File: src/rtl/dram_wr_arbiter_pkg.sv
// Shared graphics types for the DDR write path: burst widths, arbiter states, burst payload.
package dram_wr_arbiter_pkg;

    localparam int unsigned ADDR_W  = 31;
    localparam int unsigned DATA_W  = 128;
    localparam int unsigned MASK_W  = 16;
    localparam int unsigned NUM_REQ = 2;

    localparam logic [MASK_W-1:0] MASK_NONE = '1;

    typedef enum logic [1:0] {
        IDLE  = 2'b00,
        BEAT1 = 2'b01,
        BEAT2 = 2'b10
    } wr_state_e;

    typedef struct packed {
        logic [ADDR_W-1:0] addr;
        logic [DATA_W-1:0] data0;
        logic [DATA_W-1:0] data1;
        logic [MASK_W-1:0] mask0;
        logic [MASK_W-1:0] mask1;
    } wr_burst_t;

endpackage

File: src/rtl/rr_arb2.sv
// Two-way grant selection: round-robin on a last-granted pointer, or requester 0 fixed priority.
module rr_arb2 #(
    parameter bit FIXED_PRIO = 1'b0
) (
    input  logic       clk,
    input  logic       rst,
    input  logic [1:0] req,
    input  logic       take,
    output logic       grant_c,
    output logic       valid_c
);

    logic last_q;

    always_comb begin
        valid_c = |req;
        grant_c = 1'b0;
        if (FIXED_PRIO) begin
            grant_c = ~req[0];
        end else if (req == 2'b11) begin
            grant_c = ~last_q;
        end else begin
            grant_c = req[1];
        end
    end

    // Pointer starts at 1 so requester 0 wins the first contest after reset.
    always_ff @(posedge clk) begin
        if (rst) begin
            last_q <= 1'b1;
        end else if (take && valid_c) begin
            last_q <= grant_c;
        end
    end

endmodule

File: src/rtl/dram_wr_arbiter.sv
// Arbitrates two burst requesters onto the DDR address / write-data FIFOs, one 2-beat burst at a time.
module dram_wr_arbiter
    import dram_wr_arbiter_pkg::*;
#(
    parameter bit FIXED_PRIO = 1'b0
) (
    input  logic              clk,
    input  logic              rst,
    input  logic [1:0]        rq_req,
    input  logic [ADDR_W-1:0] rq0_addr,
    input  logic [ADDR_W-1:0] rq1_addr,
    input  logic [DATA_W-1:0] rq0_data0,
    input  logic [DATA_W-1:0] rq0_data1,
    input  logic [DATA_W-1:0] rq1_data0,
    input  logic [DATA_W-1:0] rq1_data1,
    input  logic [MASK_W-1:0] rq0_mask0,
    input  logic [MASK_W-1:0] rq0_mask1,
    input  logic [MASK_W-1:0] rq1_mask0,
    input  logic [MASK_W-1:0] rq1_mask1,
    output logic [1:0]        rq_ack,
    input  logic              af_full,
    input  logic              wdf_full,
    output logic [ADDR_W-1:0] af_addr_din,
    output logic              af_wr_en,
    output logic [DATA_W-1:0] wdf_din,
    output logic [MASK_W-1:0] wdf_mask_din,
    output logic              wdf_wr_en,
    output logic              arb_idle
);

    wr_state_e state_q;
    wr_state_e state_d;
    wr_burst_t burst_q;
    wr_burst_t sel_c;
    logic      grant_c;
    logic      valid_c;
    logic      take_c;

    rr_arb2 #(
        .FIXED_PRIO (FIXED_PRIO)
    ) u_arb (
        .clk     (clk),
        .rst     (rst),
        .req     (rq_req),
        .take    (take_c),
        .grant_c (grant_c),
        .valid_c (valid_c)
    );

    always_comb begin
        if (grant_c) begin
            sel_c = {rq1_addr, rq1_data0, rq1_data1, rq1_mask0, rq1_mask1};
        end else begin
            sel_c = {rq0_addr, rq0_data0, rq0_data1, rq0_mask0, rq0_mask1};
        end
    end

    // Next state and FIFO enables; requests only matter in IDLE.
    always_comb begin
        state_d   = state_q;
        af_wr_en  = 1'b0;
        wdf_wr_en = 1'b0;
        take_c    = 1'b0;
        case (state_q)
            IDLE: begin
                if (valid_c) begin
                    take_c  = 1'b1;
                    state_d = BEAT1;
                end
            end
            BEAT1: begin
                if (!af_full && !wdf_full) begin
                    af_wr_en  = 1'b1;
                    wdf_wr_en = 1'b1;
                    state_d   = BEAT2;
                end
            end
            BEAT2: begin
                if (!wdf_full) begin
                    wdf_wr_en = 1'b1;
                    state_d   = IDLE;
                end
            end
            default: state_d = IDLE;
        endcase
        if (rst) begin
            af_wr_en  = 1'b0;
            wdf_wr_en = 1'b0;
            take_c    = 1'b0;
        end
    end

    // Address and data are left unreset; only the masks must read as "write nothing".
    always_ff @(posedge clk) begin
        if (rst) begin
            state_q       <= IDLE;
            rq_ack        <= 2'b00;
            burst_q.mask0 <= MASK_NONE;
            burst_q.mask1 <= MASK_NONE;
        end else begin
            state_q <= state_d;
            rq_ack  <= take_c ? (2'b01 << grant_c) : 2'b00;
            if (take_c) begin
                burst_q <= sel_c;
            end
        end
    end

    always_comb begin
        af_addr_din  = burst_q.addr;
        wdf_din      = (state_q == BEAT2) ? burst_q.data1 : burst_q.data0;
        wdf_mask_din = MASK_NONE;
        if (state_q == BEAT1) begin
            wdf_mask_din = burst_q.mask0;
        end else if (state_q == BEAT2) begin
            wdf_mask_din = burst_q.mask1;
        end
        arb_idle = (state_q == IDLE);
    end

endmodule

File: config.mk
export PLATFORM = sky130hd
export DESIGN_NAME = dram_wr_arbiter
export DESIGN_NICKNAME = d
export VERILOG_FILES = /design/src/rtl/dram_wr_arbiter_pkg.sv /design/src/rtl/rr_arb2.sv /design/src/rtl/dram_wr_arbiter.sv
export SDC_FILE = /design/constraint.sdc
export NUM_CORES = 1
export LEC_CHECK = 0
export ABC_AREA = 1
export CELL_PAD_IN_SITES_DETAIL_PLACEMENT = 2
export CELL_PAD_IN_SITES_GLOBAL_PLACEMENT = 2
export CORE_AREA = 4 4 315 317
export CTS_BUF_LIST = sky130_fd_sc_hd__clkbuf_2 sky130_fd_sc_hd__clkbuf_4 sky130_fd_sc_hd__clkbuf_8
export DETAILED_ROUTE_END_ITERATION = 6
export DIE_AREA = 0 0 319 321
export PLACE_DENSITY = 0.75
export SLEW_MARGIN = 40
export SYNTH_ARGS = -nofsm -noshare
export SYNTH_HDL_FRONTEND = slang
export SYNTH_SLANG_ARGS = --single-unit
File: constraint.sdc
create_clock -name clk -period 5.3 [get_ports clk]
set_input_delay 0.795 -clock clk [delete_from_list [all_inputs] [get_ports clk]]
set_output_delay 0.795 -clock clk [all_outputs]
set_load 0.02 [all_outputs]
==> results of run 1 <==
## routing by layer
layer | up-vias | GRT usage, % | routed length, microns
li1 | 7925 | - | -
met1 | 8064 | 17.7 | 33100
met2 | 545 | 28.4 | 43400
met3 | 115 | 5.01 | 5890
met4 | 2 | 6.14 | 2540
met5 | - | 0 | 13
## final timing paths
check,endpoint,slack [ns],cells past startpoint
setup reg to reg,burst_q[272],2.66,6
setup / recovery,wdf_din[100],1.26,7
hold reg to reg,burst_q[12],0.52,4
hold / removal,burst_q[12],0.52,4
## per-stage QoR
stage | area [sq um] | power, mW | util, %
4_1_cts | 27100 | 8.40 | 28.2
3_3_place_gp | 25700 | 5.30 | 26.7
6_report | 27200 | 8.18 | 28.2
2_1_floorplan | 16200 | 4.17 | -
5_1_grt | 27200 | 8.66 | 28.2
3_5_place_dp | 25700 | 5.35 | 26.7
## worst min-delay path: cells and delay by family (launching register included)
kind	cells	cell delay, ns
buffers and inverters	1	0.04
flip-flops	1	0.31
AND/OR/NAND/NOR	3	0.15
## kinds of logic (layout without fill, tap and decap cells)
kind of cell,after synthesis,count (layout)
adders and majority gates,3,3
DFF,324,324
buffers and inverters,187,1028
AOI/OAI and AO/OA,18,18
other,0,21
and+or+nand+nor,1498,1498
## power by group
part / internal, mW / switching, mW
Sequential: 3.15 / 0.0779
Combinational: 0.933 / 1.10
Clock: 1.59 / 1.33
Total: 5.67 / 2.51
## sequential cells by signal (all words and copies together), names as in the netlist
name,cells
af_addr_din,31
burst_q,288
rq_ack,2
state_q,2
u_arb.last_q,1
## layout make-up
type                    count  area (sq um)  area share [%]
clock buffers              94          1160            4.26
inverters                  43           179           0.659
clock inverters            32           270           0.995
diodes                     21          52.6           0.193
multi-input cells        1519          5890            21.7
well taps                1276          1600            5.88
flip-flops and latches    324          9360            34.4
repair buffers            859          8660            31.9
## cells in the final DEF (no fill, tap or decap), types with 3 or more instances in the layout
master,netlist,layout
clkbuf_4,0,22
dfxtp_1,37,37
inv_1,41,40
buf_4,40,23
a22oi_1,16,16
nand3_1,33,33
clkbuf_8,0,72
edfxtp_1,287,287
nor2_1,8,8
clkdlybuf4s50_1,0,823
diode_2,0,21
nand2_1,1452,1452
inv_6,0,3
bufinv_16,0,3
clkinv_2,0,7
clkinv_1,0,13
buf_12,0,12
==> metrics.cfg, run 1 <==
[logic_synthesis]
synth_area_per_cell_sq_um=7.96
synthCells=2030
synth_edf_count=287
synth_top_area_share_pct=53.3
synth_top_family_by_area=simple AND/OR/NAND/NOR gates
synth.most_common_cell=nand2_1
ys_top_cells_by_area=edfxtp_1 (53%), nand2_1 (34%), dfxtp_1 (4.6%), buf_2 (2.2%), buf_4 (1.9%)
yosysTopAreaCell=edfxtp_1
synth_seq_cells=324
synthAdderAreaFrac_pct=0.232
ys_async_sr_fraction_pct=0
synth_mux_area_share_pct=0
syn-cell-area_sq_um=16200
ys_seq_area_share_pct=57.9
synth_xor_area_share_pct=0
synthSimpleGateAreaFrac_pct=35.2
synth_compound_area_share_pct=0.805
synth_commonest_cells=nand2_1 (1452), edfxtp_1 (287), buf_2 (72)
yosysWarnings=0
synth.distinct_cells=18
ys.flop_type=edfxtp_1
syn_nets=2677

[routing]
firstDrtPassIters=4
vias_per_cell=3.99
wirelength_microns=85000
wl_per_cell_microns=20.4
drc=0
drtIter0Drc=749
ant_nets=0
vias=16700

[cts]
clock_sinks=324
insertion_delay_ns=0.68
post_cts_buffers=0
ctsHoldBuffers=0
cts_buffers=71
clock-root-buffer=clkbuf_8
post_cts_resized=0
clk_pin_slew_ns=0.06
cts_tree=done
clockBufferDepth=3
htree_levels=3

[place]
routabilityCongestion=0.824
dp.cells=4021
dpl.hpwl_microns=64400
place_ws_ns=1.67
portBuffers=823

[grt]
grt_pass1_vias=18100
track_usage_pct=15.9
antenna_found_initial=22
overflow=0
grt_max_degree=119
grt_pass1_wl_microns=121000

[floorplan]
core_sq_um=96300
start_util_pct=16.8
die_height_microns=321
die_x_microns=319
die-area_sq_um=102000
rows=114
ios=824

[timing]
max-slew-margin-rel_pct=46.6
fmax_ghz=0.247
worst_hold_slack_ns=0.523
rsz0062_at_grt=false
fin_worst_skew_ns=0.0350
period_needed_ns=4.04
maxSlewViolCount=0
worst_pin_slew_ns=0.799
tns_ns=0
setup_slack_ns=1.26
finalSetupViolCount=0
hold_viol=0
finalCritPeriodShare_pct=76.2

[pwr]
p_per_area_nw_per_um2=301
p_leak_nw=11.8
ir_drop_v=0.000126

[critical_path]
crit_slowest_cell=clkdlybuf4s50_1
crit_required_ns=4.51
cp_data_arrival_time_ns=3.25
rr_startpoint=state_q[0]
crit_start=state_q[0]
cp_cell_sequence=inv_1 > ha_4 > inv_6 > buf_12 > nand2_1 > nand2_1 > clkdlybuf4s50_1
critPathMaxStageDelay_ns=0.62
crit_top_cell=nand2_1
cp-start-kind=flip-flop
worstSetupEndpointType=output port
worstPathMaxFanout=73
cpLargestDelayFamily=buffers and inverters
path_buf_inv=4
worstSetupPathType=reg2out

[layout]
drive_gt1_share_pct=5.54
fillCellCount=11100
nNetsFinal=3465
stdcell_count=4168
areaGrowthSynthToFinish_pct=68.1

[min_path]
min_path_type=reg2reg
worstHoldStart=burst_q[12]

[status]
status=finished, final reports clean

[flow_run]
drv_cap=0

(Power assumes the default switching activity.)
==> inputs of run 2 (changes only) <==
Settings changed: CORE_AREA 4 4 315 317 to 4 4 316 318, DIE_AREA 0 0 319 321 to 0 0 320 322, PLACE_DENSITY 0.75 to 0.77.
Clock period 5.3 ns to 3.25 ns, I/O delays scaled along.
==> metrics.cfg, run 2 (synthesis gave the netlist of run 1 again) <==
[timing]
max-slew-margin-rel_pct=51.3  ; +4.8 points
period_needed_ns=3.05
finalCritPeriodShare_pct=93.9
finalSetupViolCount=0  ; unchanged
hold_viol=0  ; unchanged
tns_ns=0  ; unchanged
fmax_ghz=0.328
fin_worst_skew_ns=0.0351  ; +0.000112 ns
worst_pin_slew_ns=0.730  ; -0.0689 ns
maxSlewViolCount=0  ; unchanged

[routing]
vias_per_cell=4.00  ; about the same
firstDrtPassIters=6  ; +2
drtIter0Drc=631  ; -16%
wl_per_cell_microns=20.2  ; -1.2%
vias=16700  ; +0.52%
wirelength_microns=84400  ; -0.72%
ant_nets=0  ; unchanged
drc=0  ; unchanged

[cts]
htree_levels=3  ; unchanged
insertion_delay_ns=0.64  ; -0.04 ns
clock-root-buffer=clkbuf_8
clockBufferDepth=3  ; unchanged
ctsHoldBuffers=0  ; unchanged
clk_pin_slew_ns=0.06  ; about the same
cts_buffers=67  ; -5.6%
clock_sinks=324  ; unchanged
cts_tree=done

[grt]
antenna_found_initial=26  ; +18%
overflow=0  ; unchanged
grt_pass1_wl_microns=118000  ; -2.6%
grt_max_degree=115  ; -3.4%
grt_pass1_vias=18600  ; +2.3%
track_usage_pct=15.3  ; -0.64 points

[pwr]
p_leak_nw=12.2  ; +3.3%
power.total_mw=12.9  ; +58%
p_per_area_nw_per_um2=470  ; +56%
ir_drop_v=0.000227  ; +79%

[layout]
nNetsFinal=3490  ; +0.72%
drive_gt1_share_pct=6.12  ; +0.58 points
areaGrowthSynthToFinish_pct=69.7
final_cell_mix=nand2_1 (1452), clkdlybuf4s50_1 (765), edfxtp_1 (287)
largest-register=burst_q
layout_commonest_cell=nand2_1
largest_reg_flops=288  ; unchanged

[critical_path]
crit_slowest_cell=clkdlybuf4s50_1
worstPathMaxFanout=35  ; -52%
crit_start=state_q[0]
critPathMaxStageDelay_ns=0.65  ; +0.03 ns
crit_top_cell=nand2_1
worstSetupPathType=reg2out
cp_cell_sequence=inv_1 > ha_4 > buf_4 > buf_16 > nand2_1 > nand2_1 > clkdlybuf4s50_1
crit_required_ns=2.76  ; -1.75 ns
worstSetupEndpointType=output port
rr_startpoint=state_q[0]
cp_data_arrival_time_ns=2.56  ; -0.69 ns
cp-start-kind=flip-flop

[place]
dpl.hpwl_microns=64900  ; +0.91%
routabilityCongestion=0.819  ; -0.61%
portBuffers=823  ; unchanged

[floorplan]
core_sq_um=96600  ; +0.30%
die_x_microns=320  ; +0.31%
die_height_microns=322  ; +0.31%
start_util_pct=16.7  ; -0.050 points
rows=114  ; unchanged
die-area_sq_um=103000  ; +0.63%
ios=824  ; unchanged

[min_path]
min_path_type=in2reg
worstHoldStart=rq1_data0[0]

[status]
status=finished, final reports clean

[flow_run]
drv_cap=0  ; unchanged

==> run 2: timing repair <==
action	4_1_cts	5_1_grt
endpoints found under the setup margin	34	74
resized for setup	25	35
hold endpoints to repair	0	0
cloned	0	3
pin swaps	0	0
buffers inserted	0	2
==> run 2: layer usage <==
layer	part of all wire (%)	vias to the layer above	global-route usage [%]
li1	-	7969	-
met2	51	603	27.8
met1	38	8005	16.1
met5	0.078	-	0
met4	3.4	10	6.35
met3	7.7	151	5.13
==> run 2: path summary, 6_finish.rpt <==
kind / endpoint / slack [ns] / cells past startpoint
setup / recovery: wdf_din[81] / 0.20 / 7
hold / removal: burst_q[160] / 0.49 / 3
setup reg to reg: burst_q[266] / 1.12 / 6
hold reg to reg: burst_q[4] / 0.52 / 4
==> run 2: cell type report <==
cell class	count	area, sq um
flip-flops and latches	324	9360
repair buffers	888	9070
clock buffers	91	1130
clock inverters	27	151
well taps	1276	1600
multi-input cells	1519	5880
fillers	11100	69100
diodes	19	47.5
inverters	43	181
==> run 2: where the power goes <==
group / internal, mW / switching, mW
Combinational: 1.54 / 1.80
Clock: 2.34 / 1.93
Sequential: 5.14 / 0.145
Total: 9.01 / 3.88
==> run 2: metrics by stage <==
stage / setup WS (ns) / cell area (sq um) / util (%) / hold slack [ns] / std cells
after CTS: -0.0133 / 27200 / 28.1 / 0.391 / 4163
after global routing: -0.00940 / 27400 / 28.4 / 0.425 / 4185
after global placement: 0.646 / 25900 / 26.8 / 0.497 / 4045
after floorplan: 0.257 / 16200 / - / 0.484 / 2030
final: 0.198 / 27400 / 28.4 / 0.494 / 4187
after detailed placement: 0.664 / 25900 / 26.8 / 0.515 / 4045
==> run 2: worst max-delay path, delay by kind of cell, from the launching register on <==
kind,cells,cell delay (ns)
buffers and inverters,4,1.15
flip-flops,1,0.31
adder cells (fa/ha/maj),1,0.23
AND/OR/NAND/NOR,2,0.19
==> inputs of run 3 (changes only) <==
Settings changed: CORE_AREA 4 4 316 318 to 4 4 320 322, DIE_AREA 0 0 320 322 to 0 0 324 326, PLACE_DENSITY 0.77 to 0.73.
Clock period 3.25 ns to 3 ns, I/O delays scaled along.
==> metrics.cfg, run 3 (synthesis gave the netlist of run 1 again) <==
[status]
status=finished, final reports clean

[floorplan]
die_x_microns=324  ; +1.3%
die-area_sq_um=106000  ; +2.5%
start_util_pct=16.2  ; -0.50 points
ios=824  ; unchanged
core_sq_um=99600  ; +3.1%
die_height_microns=326  ; +1.2%
rows=116  ; +1.8%

[grt]
overflow=0  ; unchanged
grt_pass1_vias=18500  ; -0.075%
grt_max_degree=86  ; -25%
antenna_found_initial=19  ; -27%
track_usage_pct=15.8  ; +0.50 points
grt_pass1_wl_microns=122000  ; +3.7%

[cts]
clockBufferDepth=3  ; unchanged
clock_sinks=324  ; unchanged
insertion_delay_ns=0.67  ; +0.03 ns
clock-root-buffer=clkbuf_8
cts_tree=done
clk_pin_slew_ns=0.06  ; about the same
cts_buffers=69  ; +3.0%
htree_levels=3  ; unchanged
ctsHoldBuffers=0  ; unchanged

[layout]
drive_gt1_share_pct=6.79  ; +0.67 points
final_cell_mix=nand2_1 (1452), clkdlybuf4s50_1 (677), edfxtp_1 (287)
nNetsFinal=3499  ; +0.26%
fin_util_pct=27.6  ; -0.80 points
areaGrowthSynthToFinish_pct=70.0
largest_reg_flops=288  ; unchanged
layout_commonest_cell=nand2_1
largest-register=burst_q
fillCellCount=11500  ; +3.9%

[pwr]
p_per_area_nw_per_um2=525  ; +12%
ir_drop_v=0.000274  ; +21%
p_leak_nw=12.3  ; +0.86%
power_frac_seq_pct=39.6  ; -1.4 points
intPower_mw=10.1  ; +12%
sw_frac_of_total_pct=30.2  ; +0.040 points
combPwrFrac_pct=24.9  ; -1.0 points
pwr-share-clk_pct=35.5  ; +2.4 points
p_sw_mw=4.35  ; +12%

[critical_path]
cp-start-kind=flip-flop
worstSetupPathType=reg2out
worstPathMaxFanout=13  ; -63%
worstSetupEndpointType=output port
cp_data_arrival_time_ns=2.35  ; -0.21 ns
crit_required_ns=2.55  ; -0.21 ns

[timing]
period_needed_ns=2.80
fmax_ghz=0.357
rsz0062_at_grt=false
worst_hold_slack_ns=0.421  ; -0.0737 ns
hold_viol=0  ; unchanged
tns_ns=0  ; unchanged
max-slew-margin-rel_pct=61.6  ; +10 points
setup_slack_ns=0.199  ; +0.00124 ns
finalSetupViolCount=0  ; unchanged
maxSlewViolCount=0  ; unchanged
finalCritPeriodShare_pct=93.4
worst_pin_slew_ns=0.576  ; -0.154 ns
fin_worst_skew_ns=0.0345  ; -0.000629 ns

[routing]
drtIter0Drc=704  ; +12%
wirelength_microns=87700  ; +3.9%
ant_nets=0  ; unchanged
firstDrtPassIters=6  ; unchanged
drc=0  ; unchanged
vias=16800  ; +0.25%
vias_per_cell=3.98  ; -0.34%
wl_per_cell_microns=20.8  ; +3.3%

[place]
portBuffers=823  ; unchanged
dpl.hpwl_microns=65800  ; +1.4%
place_ws_ns=0.421  ; -0.243 ns
routabilityCongestion=0.837  ; +2.1%

[min_path]
min_path_type=in2reg

[flow_run]
drv_cap=0  ; unchanged

## run 3: metrics by stage
stage	instances	area, sq um	total power, mW
after floorplan	2030	16200	7.35
after global placement	4072	26000	9.47
after detailed placement	4072	26000	9.56
after CTS	4196	27400	14.7
after global routing	4208	27500	15.2
final	4212	27500	14.4
## run 3: path summary, 6_finish.rpt
check                                  start  cells past startpoint      endpoint  slack (ns)
worst max-delay path              state_q[0]                      7   wdf_din[74]        0.20
worst min-delay path            rq0_mask1[1]                      5    burst_q[1]        0.42
worst min register to register   burst_q[29]                      4   burst_q[29]        0.52
worst max register to register    state_q[1]                      6  burst_q[123]        0.80
## run 3: layer usage
metal / part of all wire (%) / up-vias / track usage, % / routed length (microns)
met2: 52 / 559 / 29.2 / 45200
li1: - / 7986 / - / -
met5: 0.052 / - / 0 / 46
met4: 2.7 / 8 / 5.06 / 2360
met1: 38 / 8097 / 16.7 / 33300
met3: 7.7 / 130 / 5.40 / 6770
## run 3: worst max-delay path, stage by stage, from the launching register on
cell and delay [ns]:
dfxtp_1 0.31, inv_1 0.13, ha_4 0.24, buf_12 0.19, buf_6 0.20, nand2_1 0.13
nand2_1 0.12, dlygate4sd2_1 0.36
## run 3: area by class of cell
type / instances / area, sq um / share of cell area, %
Antenna cell: 14 / 35.0 / 0.127
Clock buffer: 89 / 1110 / 4.05
Clock inverter: 30 / 297 / 1.08
Inverter: 43 / 176 / 0.642
Multi-Input combinational cell: 1519 / 5880 / 21.4
Sequential cell: 324 / 9360 / 34.1
Tap cell: 1298 / 1620 / 5.91
Timing Repair Buffer: 895 / 8990 / 32.7
## run 3: timing repair
action                     4_1_cts  5_1_grt
setup buffers                    0        1
cloned                           5        1
pin swaps                        0        1
resized for setup              156       23
setup endpoints to repair      145       25
## run 3: power groups by stage
| stage | registers, mW | logic (mW) | clock network [mW] |
|---|---|---|---|
| 3_5_place_dp | 5.80 | 3.75 | 0 |
| 4_1_cts | 5.72 | 3.66 | 5.35 |
| 3_3_place_gp | 5.78 | 3.68 | 0 |
| 2_1_floorplan | 5.76 | 1.59 | 0 |
| 6_report | 5.71 | 3.59 | 5.12 |
| 5_1_grt | 5.76 | 3.92 | 5.53 |
